**config.mk**
```make
export PLATFORM = sky130hd
export DESIGN_NAME = muldiv_unit
export DESIGN_NICKNAME = d
export VERILOG_FILES = /design/src/rtl/muldiv_unit.sv
export SDC_FILE = /design/constraint.sdc
export NUM_CORES = 1
export LEC_CHECK = 0
export BUFFER_PORTS_ARGS = -buffer_cell sky130_fd_sc_hd__buf_2
export CAP_MARGIN = 20
export CORE_UTILIZATION = 28
export CTS_CLUSTER_DIAMETER = 150
export CTS_CLUSTER_SIZE = 16
export DETAILED_ROUTE_END_ITERATION = 12
export GPL_ROUTABILITY_DRIVEN = 0
export GPL_TIMING_DRIVEN = 0
export PLACE_DENSITY = 0.47
export SYNTH_ARGS = -nofsm -noshare
export SYNTH_HDL_FRONTEND = slang
export SYNTH_SLANG_ARGS = --single-unit
```
**constraint.sdc**
```tcl
create_clock -name clk -period 5.3 [get_ports clk]
set_input_delay 0.53 -clock clk [delete_from_list [all_inputs] [get_ports clk]]
set_output_delay 0.53 -clock clk [all_outputs]
set_load 0.03 [all_outputs]
```
**src/rtl/muldiv_unit.sv**
```systemverilog
// Iterative RV32M multiply/divide unit: shift-add multiply and restoring divide,
// one bit per cycle, fixed 33-cycle start-to-done latency.
module muldiv_unit #(
  parameter int XLEN = 32
) (
  input  logic            clk,
  input  logic            reset,
  input  logic            start,
  input  logic [2:0]      funct3,
  input  logic [XLEN-1:0] rs1_val,
  input  logic [XLEN-1:0] rs2_val,
  input  logic [4:0]      rd_in,
  output logic            busy,
  output logic            done,
  output logic [XLEN-1:0] result,
  output logic [4:0]      rd_out
);

  typedef enum logic [1:0] {IDLE, BUSY, DONE} state_t;

  state_t              state, state_next;
  logic [2:0]          op;
  logic [4:0]          rd_cap, cnt;
  logic                neg_a, neg_b, div_zero, div_ovf;
  logic [XLEN-1:0]     opa, opb, rem, rem_next, diff;
  logic [2*XLEN-1:0]   acc, acc_next, prod;
  logic [XLEN:0]       mul_sum, rem_shift;
  logic [XLEN-1:0]     quo_f, rem_f, final_val, mag_a, mag_b;
  logic                sgn_a, sgn_b, in_neg_a, in_neg_b, ge;

  // Operand signedness and magnitudes for the request being presented.
  always_comb begin
    sgn_a    = funct3[2] ? ~funct3[0] : (funct3 != 3'b011);
    sgn_b    = funct3[2] ? ~funct3[0] : ~funct3[1];
    in_neg_a = sgn_a & rs1_val[XLEN-1];
    in_neg_b = sgn_b & rs2_val[XLEN-1];
    mag_a    = in_neg_a ? -rs1_val : rs1_val;
    mag_b    = in_neg_b ? -rs2_val : rs2_val;
  end

  // One iteration; acc holds {partial product, multiplier} or {0, dividend/quotient}.
  always_comb begin
    mul_sum   = {1'b0, acc[2*XLEN-1:XLEN]} + (acc[0] ? {1'b0, opa} : '0);
    rem_shift = {rem, acc[XLEN-1]};
    diff      = rem_shift[XLEN-1:0] - opb;
    ge        = rem_shift >= {1'b0, opb};
    acc_next  = {mul_sum, acc[XLEN-1:1]};
    rem_next  = rem;
    if (op[2]) begin
      acc_next = {{XLEN{1'b0}}, acc[XLEN-2:0], ge};
      rem_next = ge ? diff : rem_shift[XLEN-1:0];
    end
    prod  = (neg_a ^ neg_b) ? -acc_next : acc_next;
    quo_f = (neg_a ^ neg_b) ? -acc_next[XLEN-1:0] : acc_next[XLEN-1:0];
    rem_f = neg_a ? -rem_next : rem_next;
    case (op)
      3'b000:                 final_val = prod[XLEN-1:0];
      3'b001, 3'b010, 3'b011: final_val = prod[2*XLEN-1:XLEN];
      3'b100, 3'b101:
        final_val = div_zero ? '1 : (div_ovf ? {1'b1, {(XLEN-1){1'b0}}} : quo_f);
      default:
        final_val = div_zero ? (neg_a ? -opa : opa) : (div_ovf ? '0 : rem_f);
    endcase
  end

  always_comb begin
    state_next = state;
    case (state)
      IDLE:    if (start) state_next = BUSY;
      BUSY:    if (cnt == 5'(XLEN-1)) state_next = DONE;
      default: state_next = IDLE;
    endcase
  end

  assign busy = (state != IDLE);
  assign done = (state == DONE);

  always_ff @(posedge clk) begin
    if (reset) begin
      state    <= IDLE;
      cnt      <= '0;
      result   <= '0;
      rd_out   <= '0;
      op       <= '0;
      rd_cap   <= '0;
      neg_a    <= 1'b0;
      neg_b    <= 1'b0;
      div_zero <= 1'b0;
      div_ovf  <= 1'b0;
      opa      <= '0;
      opb      <= '0;
      acc      <= '0;
      rem      <= '0;
    end else begin
      state <= state_next;
      case (state)
        IDLE: if (start) begin
          op       <= funct3;
          rd_cap   <= rd_in;
          neg_a    <= in_neg_a;
          neg_b    <= in_neg_b;
          opa      <= mag_a;
          opb      <= mag_b;
          acc      <= {{XLEN{1'b0}}, (funct3[2] ? mag_a : mag_b)};
          rem      <= '0;
          cnt      <= '0;
          div_zero <= (rs2_val == '0);
          div_ovf  <= funct3[2] & ~funct3[0] & (rs1_val == {1'b1, {(XLEN-1){1'b0}}})
                      & (rs2_val == '1);
        end
        BUSY: begin
          acc <= acc_next;
          rem <= rem_next;
          cnt <= cnt + 5'd1;
          if (cnt == 5'(XLEN-1)) begin
            result <= final_val;
            rd_out <= rd_cap;
          end
        end
        default: ;
      endcase
    end
  end

endmodule

```
* Yosys cells after proc, flatten, opt, wreduce, memory -nomap -nowiden *
Cells that the tools add are included.

storage, ports and cells
  logic and storage cells = 83
  flip-flop bits (word level) = 216
  bits in read-only memories = 0
  bits in writable memories = 0
  output and inout bits = 39
  memories = 0
  bits in latches = 0

cells by class
  multiplexer cells = 27
  bitwise logic cells = 8
  reductions and logical operators = 11
  multipliers = 0
  equal/unequal tests = 13
  add/sub/neg operators = 9
  shifts and indexed selects = 0
  $lt $le $gt $ge = 1
  divide/modulo/power cells = 0

operators with widths
  cell                                           number
  2-to-1 mux 32 bit                              14
  2-to-1 mux 64 bit                              3
  negator 32 bit                                 5
  case mux 64 bit (2 select lines)               1
  case mux 32 bit (3 select lines)               1
  == test 32 bit, second input constant          2
  negator 64 bit                                 1
  case mux 32 bit (2 select lines)               1
  adder 32 x 32 -> 33 bit                        1
  >= comparator 33 x 32 -> 1 bit                 1
  zero test 32 bit                               1
  subtractor 32 bit                              1
  case mux 5 bit (2 select lines)                1
  AND reduction 2 bit                            4
  == test 3 x 2 -> 1 bit, second input constant  2
  == test 3 bit, second input constant           2
  adder 5 x 1 -> 5 bit, second input constant    1
  AND 1 bit                                      5
  == test 5 bit, second input constant           1
  2-to-1 mux 5 bit                               1
  2-to-1 mux 2 bit                               2
  != test 2 bit, second input constant           2
  case mux 2 bit (2 select lines)                1
  nonzero test 2 bit                             2
  other kinds (11)                               13

* Longest topological paths before layout *
  depth in word-level cells = 8
  gate-level depth with buffers = 20

* Worst setup path before layout *
OpenSTA, ideal clock, no wires.

  kind = register -> register
  from = reg acc[0]
  to = reg result[23]
  slack = 0.771 ns
  data required time = 5.186 ns
  library setup time = 0.114 ns
  cell stages (with the launch flop) = 18
  arrival = 4.415 ns
  buffers on the path = 2
  clock period less this slack = 4.529 ns
  cells stage by stage = dfxtp_1 -> clkbuf_1 -> clkbuf_1 -> and2_1 -> ha_1 -> fa_1 -> a211oi_1 -> nor2_1 -> a21oi_1 -> a32o_1 -> mux2_2 -> a211oi_1 -> nand3_1 -> or3_1 -> o31ai_1 -> xnor2_1 -> a221oi_1 -> a2111oi_0

on the way
  longest elaborated chain between the ends = 6

RTL lines
  element                                                           line    RTL
  start, declared                                                   26      logic [2*XLEN-1:0] acc, acc_next, prod;
  start signal, assigned                                            104     acc <= {{XLEN{1'b0}}, (funct3[2] ? mag_a : mag_b)};
  start signal, assigned                                            112     acc <= acc_next;
  2-to-1 mux 32 bit / 2-to-1 mux 64 bit (equally long branches)     43, 49
  adder 32 x 32 -> 33 bit / negator 32 bit (equally long branches)  43, 54
  2-to-1 mux 64 bit (*)                                             49      if (op[2]) begin
  negator 64 bit / 2-to-1 mux 32 bit (equally long branches)        53, 60
  2-to-1 mux 64 bit / 2-to-1 mux 32 bit (equally long branches)     53, 60
  case mux 32 bit (3 select lines) (*)                              56      case (op)
  end signal, assigned                                              116     result <= final_val;
  end, declared                                                     15      output logic [XLEN-1:0] result,

Every way passes the cells marked *; elsewhere a longest branch is shown, timed or not.
A chain may end at the register's enable or synchronous reset.

* Final worst setup path *
  from = reg op[2]
  to = reg result[12]

on the way
  longest elaborated chain between the ends = 6

RTL lines
  element                                                        line    RTL
  start, declared                                                22      logic [2:0] op;
  start signal, assigned                                         98      op <= funct3;
  2-to-1 mux 32 bit / 2-to-1 mux 64 bit (equally long branches)  49
  negator 32 bit, on equally long branches                       55, 54
  2-to-1 mux 32 bit, on equally long branches                    55, 54
  2-to-1 mux 32 bit, on equally long branches (2 in a row)       62, 60
  case mux 32 bit (3 select lines) (*)                           56

Marks and branches as above.

==> results.ini <==
[routing]
routed_wirelength_um=92840
viasPerCell=5.912
drcViolationCount=0
vias=21130
dr.pass1.iters=5
ant_nets=0
drtIter0Drc=2292
wl_per_cell_um=25.98

[final_layout]
regArea_um2=4327
area_delta_synth_final_pct=11.90
fillers=7247
multi_input_area_um2=13380
final_util_pct=31.75
nNetsFinal=2857
fin_area_um2=20910
diodes=0
layout-drive-gt1-share_pct=9.967

[sta]
setup_viol=4
rsz0062_at_grt=false
worst_slew_pin_slew_ps=1129
maxSlewHeadroom_pct=24.21
drv_slew=0
post-route-period-util_pct=103.5
clock.fmax_mhz=182.3
worst_slack_ps=-184.8
fin_skew_ps=41.37
fin_crit_ps=5485
hold_viol=0

[yosys]
yosysTopAreaCellShare_pct=23.14
synth_cells=2574
ys.flop_type=dfxtp_1
async_flop_share_pct=0
synth_edf_count=0
ys_top_cells_by_count=316 x nor2_1, 255 x a21oi_1, 233 x nand2_1
yosys.area.top_type=dfxtp_1
postSynthNetCount=2722
synth_warnings=0
synth_cell_type_count=98
yosysMostFrequentCell=nor2_1
ys_ff_latch=216
syn-cell-area_um2=18690
synth.area.top_cells=dfxtp_1 23%, a21oi_1 6.8%, nor2_1 6.3%
avgSynthCellArea_um2=7.261
yosysSeqAreaShare_pct=23.14

[critical_path]
crit_arrival_ps=5880
cp-end-kind=flip-flop
cpMaxStageDelayCell=clkbuf_1
r2r_start=op[2]
r2r-end=result[12]
worstSetupStartpointType=flip-flop
crit_type=flip-flop to flip-flop
cpMostUsedCell=clkbuf_1
r2r_slack_ps=-180
path_max_fanout=14
reg2regPathDepth=9
timing.critical_path.cells=inv_1 > clkdlybuf4s15_2 > clkbuf_1 > buf_1 > clkbuf_1 > nor2_1 > clkbuf_1 > a221oi_1 > o31ai_1
critPathMaxStageDelay_ps=750
cp.required_ps=5690

[pwr]
switching_share_pct=40.48
peakVddDrop_uv=159.4
p_comb_share_pct=34.4
p_switching_uw=1896
p_per_area_nw_per_um2=223.9
p_leak_uw=0.007841
clkPwrFrac_pct=26.5
power_uw=4682
pwr-share-seq_pct=39.1
intPower_uw=2787

[grt]
grt_pass1_vias=19800
antenna_found_initial=1
grt_pass1_wl_um=133900
grt_max_degree=17
grt-ovfl-total=0
track_usage_pct=26.68

[clock_network]
cts.sinks=216
holdBufCountCts=0
cts.clk_slew.worst_paths_ps=80
htreeDepth=1
cts_inserted_buffers=17
cts_tree=built
clockRootBuffer=clkbuf_16
clk_latency_ps=540
clk_path_buf_depth=3

[worst_hold_path]
hp-class=input port to flip-flop
hold-path-endpoint=rd_cap[3]
min-delay-start=rd_in[3]
min_path_cells=3

[place]
detailed_place_hpwl_um=75850
io_buffer_count=112
placed_cell_area_um2=20340

[floorplanning]
rows=94
die_h_um=260.4
initial_core_util_pct=28.38
io_pins=114
die_area_um2=67780
coreArea_um2=65860
die_w_um=260.4

[outcome]
violations=negative setup slack
status=finished with violations

[flow_run]
drv_cap=0

-- how the worst max path moves through the flow --
stage | from | to | slack (ps) | cells past startpoint
2_1_floorplan | acc[0] | result[23] | 770 | 17
3_3_place_gp | op[2] | result[18] | -820 | 14
3_5_place_dp | op[2] | result[18] | -740 | 14
4_1_cts | op[2] | result[18] | 7 | 14
5_1_grt | op[2] | result[31] | 5 | 11
6_report | op[2] | result[12] | -180 | 9
-- cells by family (layout without fill, tap and decap cells) --
| kind of cell | Yosys count | count (layout) | share of synthesized area [%] |
|---|---|---|---|
| flip-flops | 216 | 216 | 23.14 |
| AO/OA/AOI/OAI | 803 | 803 | 28.61 |
| AND/OR/NAND/NOR | 962 | 962 | 24.95 |
| buffers and inverters | 259 | 394 | 5.677 |
| XOR/XNOR | 206 | 206 | 9.654 |
| adder cells (fa/ha/maj) | 73 | 73 | 4.968 |
| multiplexers | 55 | 55 | 3.006 |
-- worst max-delay path: cells and delay by family, from the launching register on --
kind	cells	cell delay [ps]
AO/OA/AOI/OAI	2	790
flip-flops	1	410
buffers and inverters	6	3820
AND/OR/NAND/NOR	1	320
-- power by group through the flow --
stage | Clock, uW | Sequential, uW | Combinational, uW
final | 1240 | 1830 | 1610
after global routing | 1310 | 1830 | 1710
after CTS | 1250 | 1820 | 1550
after detailed placement | 0 | 1850 | 1550
after global placement | 0 | 1850 | 1540
after floorplan | 0 | 1790 | 1010
-- sequential cells by signal (all words and copies together) (netlist names) --
signal,flops
cnt,5
div_ovf,1
result,32
rd_cap,5
neg_b,1
div_zero,1
acc,64
state,2
opa,32
rd_out,5
op,3
opb,32
neg_a,1
rem,32
-- through the flow --
stage / cells / TNS [ps] / hold WS (ps) / worst slack, ps
4_1_cts: 3568 / 0 / 214.7 / 6.832
2_1_floorplan: 2574 / 0 / 432.2 / 770.9
3_5_place_dp: 3551 / -15030 / 445.7 / -737.5
5_1_grt: 3573 / 0 / 238.2 / 5.353
6_report: 3573 / -277.3 / 227.7 / -184.8
3_3_place_gp: 3550 / -15830 / 441.4 / -820.5
-- cells in the final DEF, fill, tap and decap left out, types with 14 or more instances in the layout --
cell / n
nor2_1: 316
a21oi_1: 253
nand2_1: 233
dfxtp_1: 214
buf_2: 138
clkbuf_1: 127
xnor2_1: 124
o21ai_0: 108
a211oi_1: 82
xor2_1: 81
nand3_1: 79
inv_1: 72
ha_1: 71
nor3_1: 70
a31oi_1: 54
and2_1: 52
mux2i_1: 44
o211ai_1: 38
o31ai_1: 37
nand4_1: 36
a221oi_1: 35
a21o_1: 27
or3_1: 22
and3_1: 21
buf_4: 17
nor4_1: 17
clkbuf_16: 17
or4_1: 16
o221ai_1: 16
o21a_1: 15
nor2b_1: 14
-- metal layers --
metal  vias to the layer above  GRT usage [%]  share of wire [%]
li1                       9661              -                  -
met1                     10180          36.09                 43
met2                      1083          41.16                 43
met3                       199          3.662                8.6
met5                         -              0                  0
met4                         0          13.61                5.7
-- repair_timing --
action                                 CTS  global route
setup endpoints to repair               37            17
setup buffers                            0             6
endpoints found under the hold margin    0             0
gates cloned                             0             0
pin swaps                                0             1
resized for setup                       15            11
-- layout make-up --
| cell class | count | area share, % |
|---|---|---|
| clock buffer | 17 | 2.034 |
| multi-input combinational | 2099 | 63.97 |
| inverter | 73 | 1.310 |
| tap | 864 | 5.169 |
| clock inverter | 2 | 0.08376 |
| sequential | 216 | 20.69 |
| buffer | 183 | 3.823 |
| timing repair buffer | 119 | 2.920 |
Power figures use the tool's default switching activity.
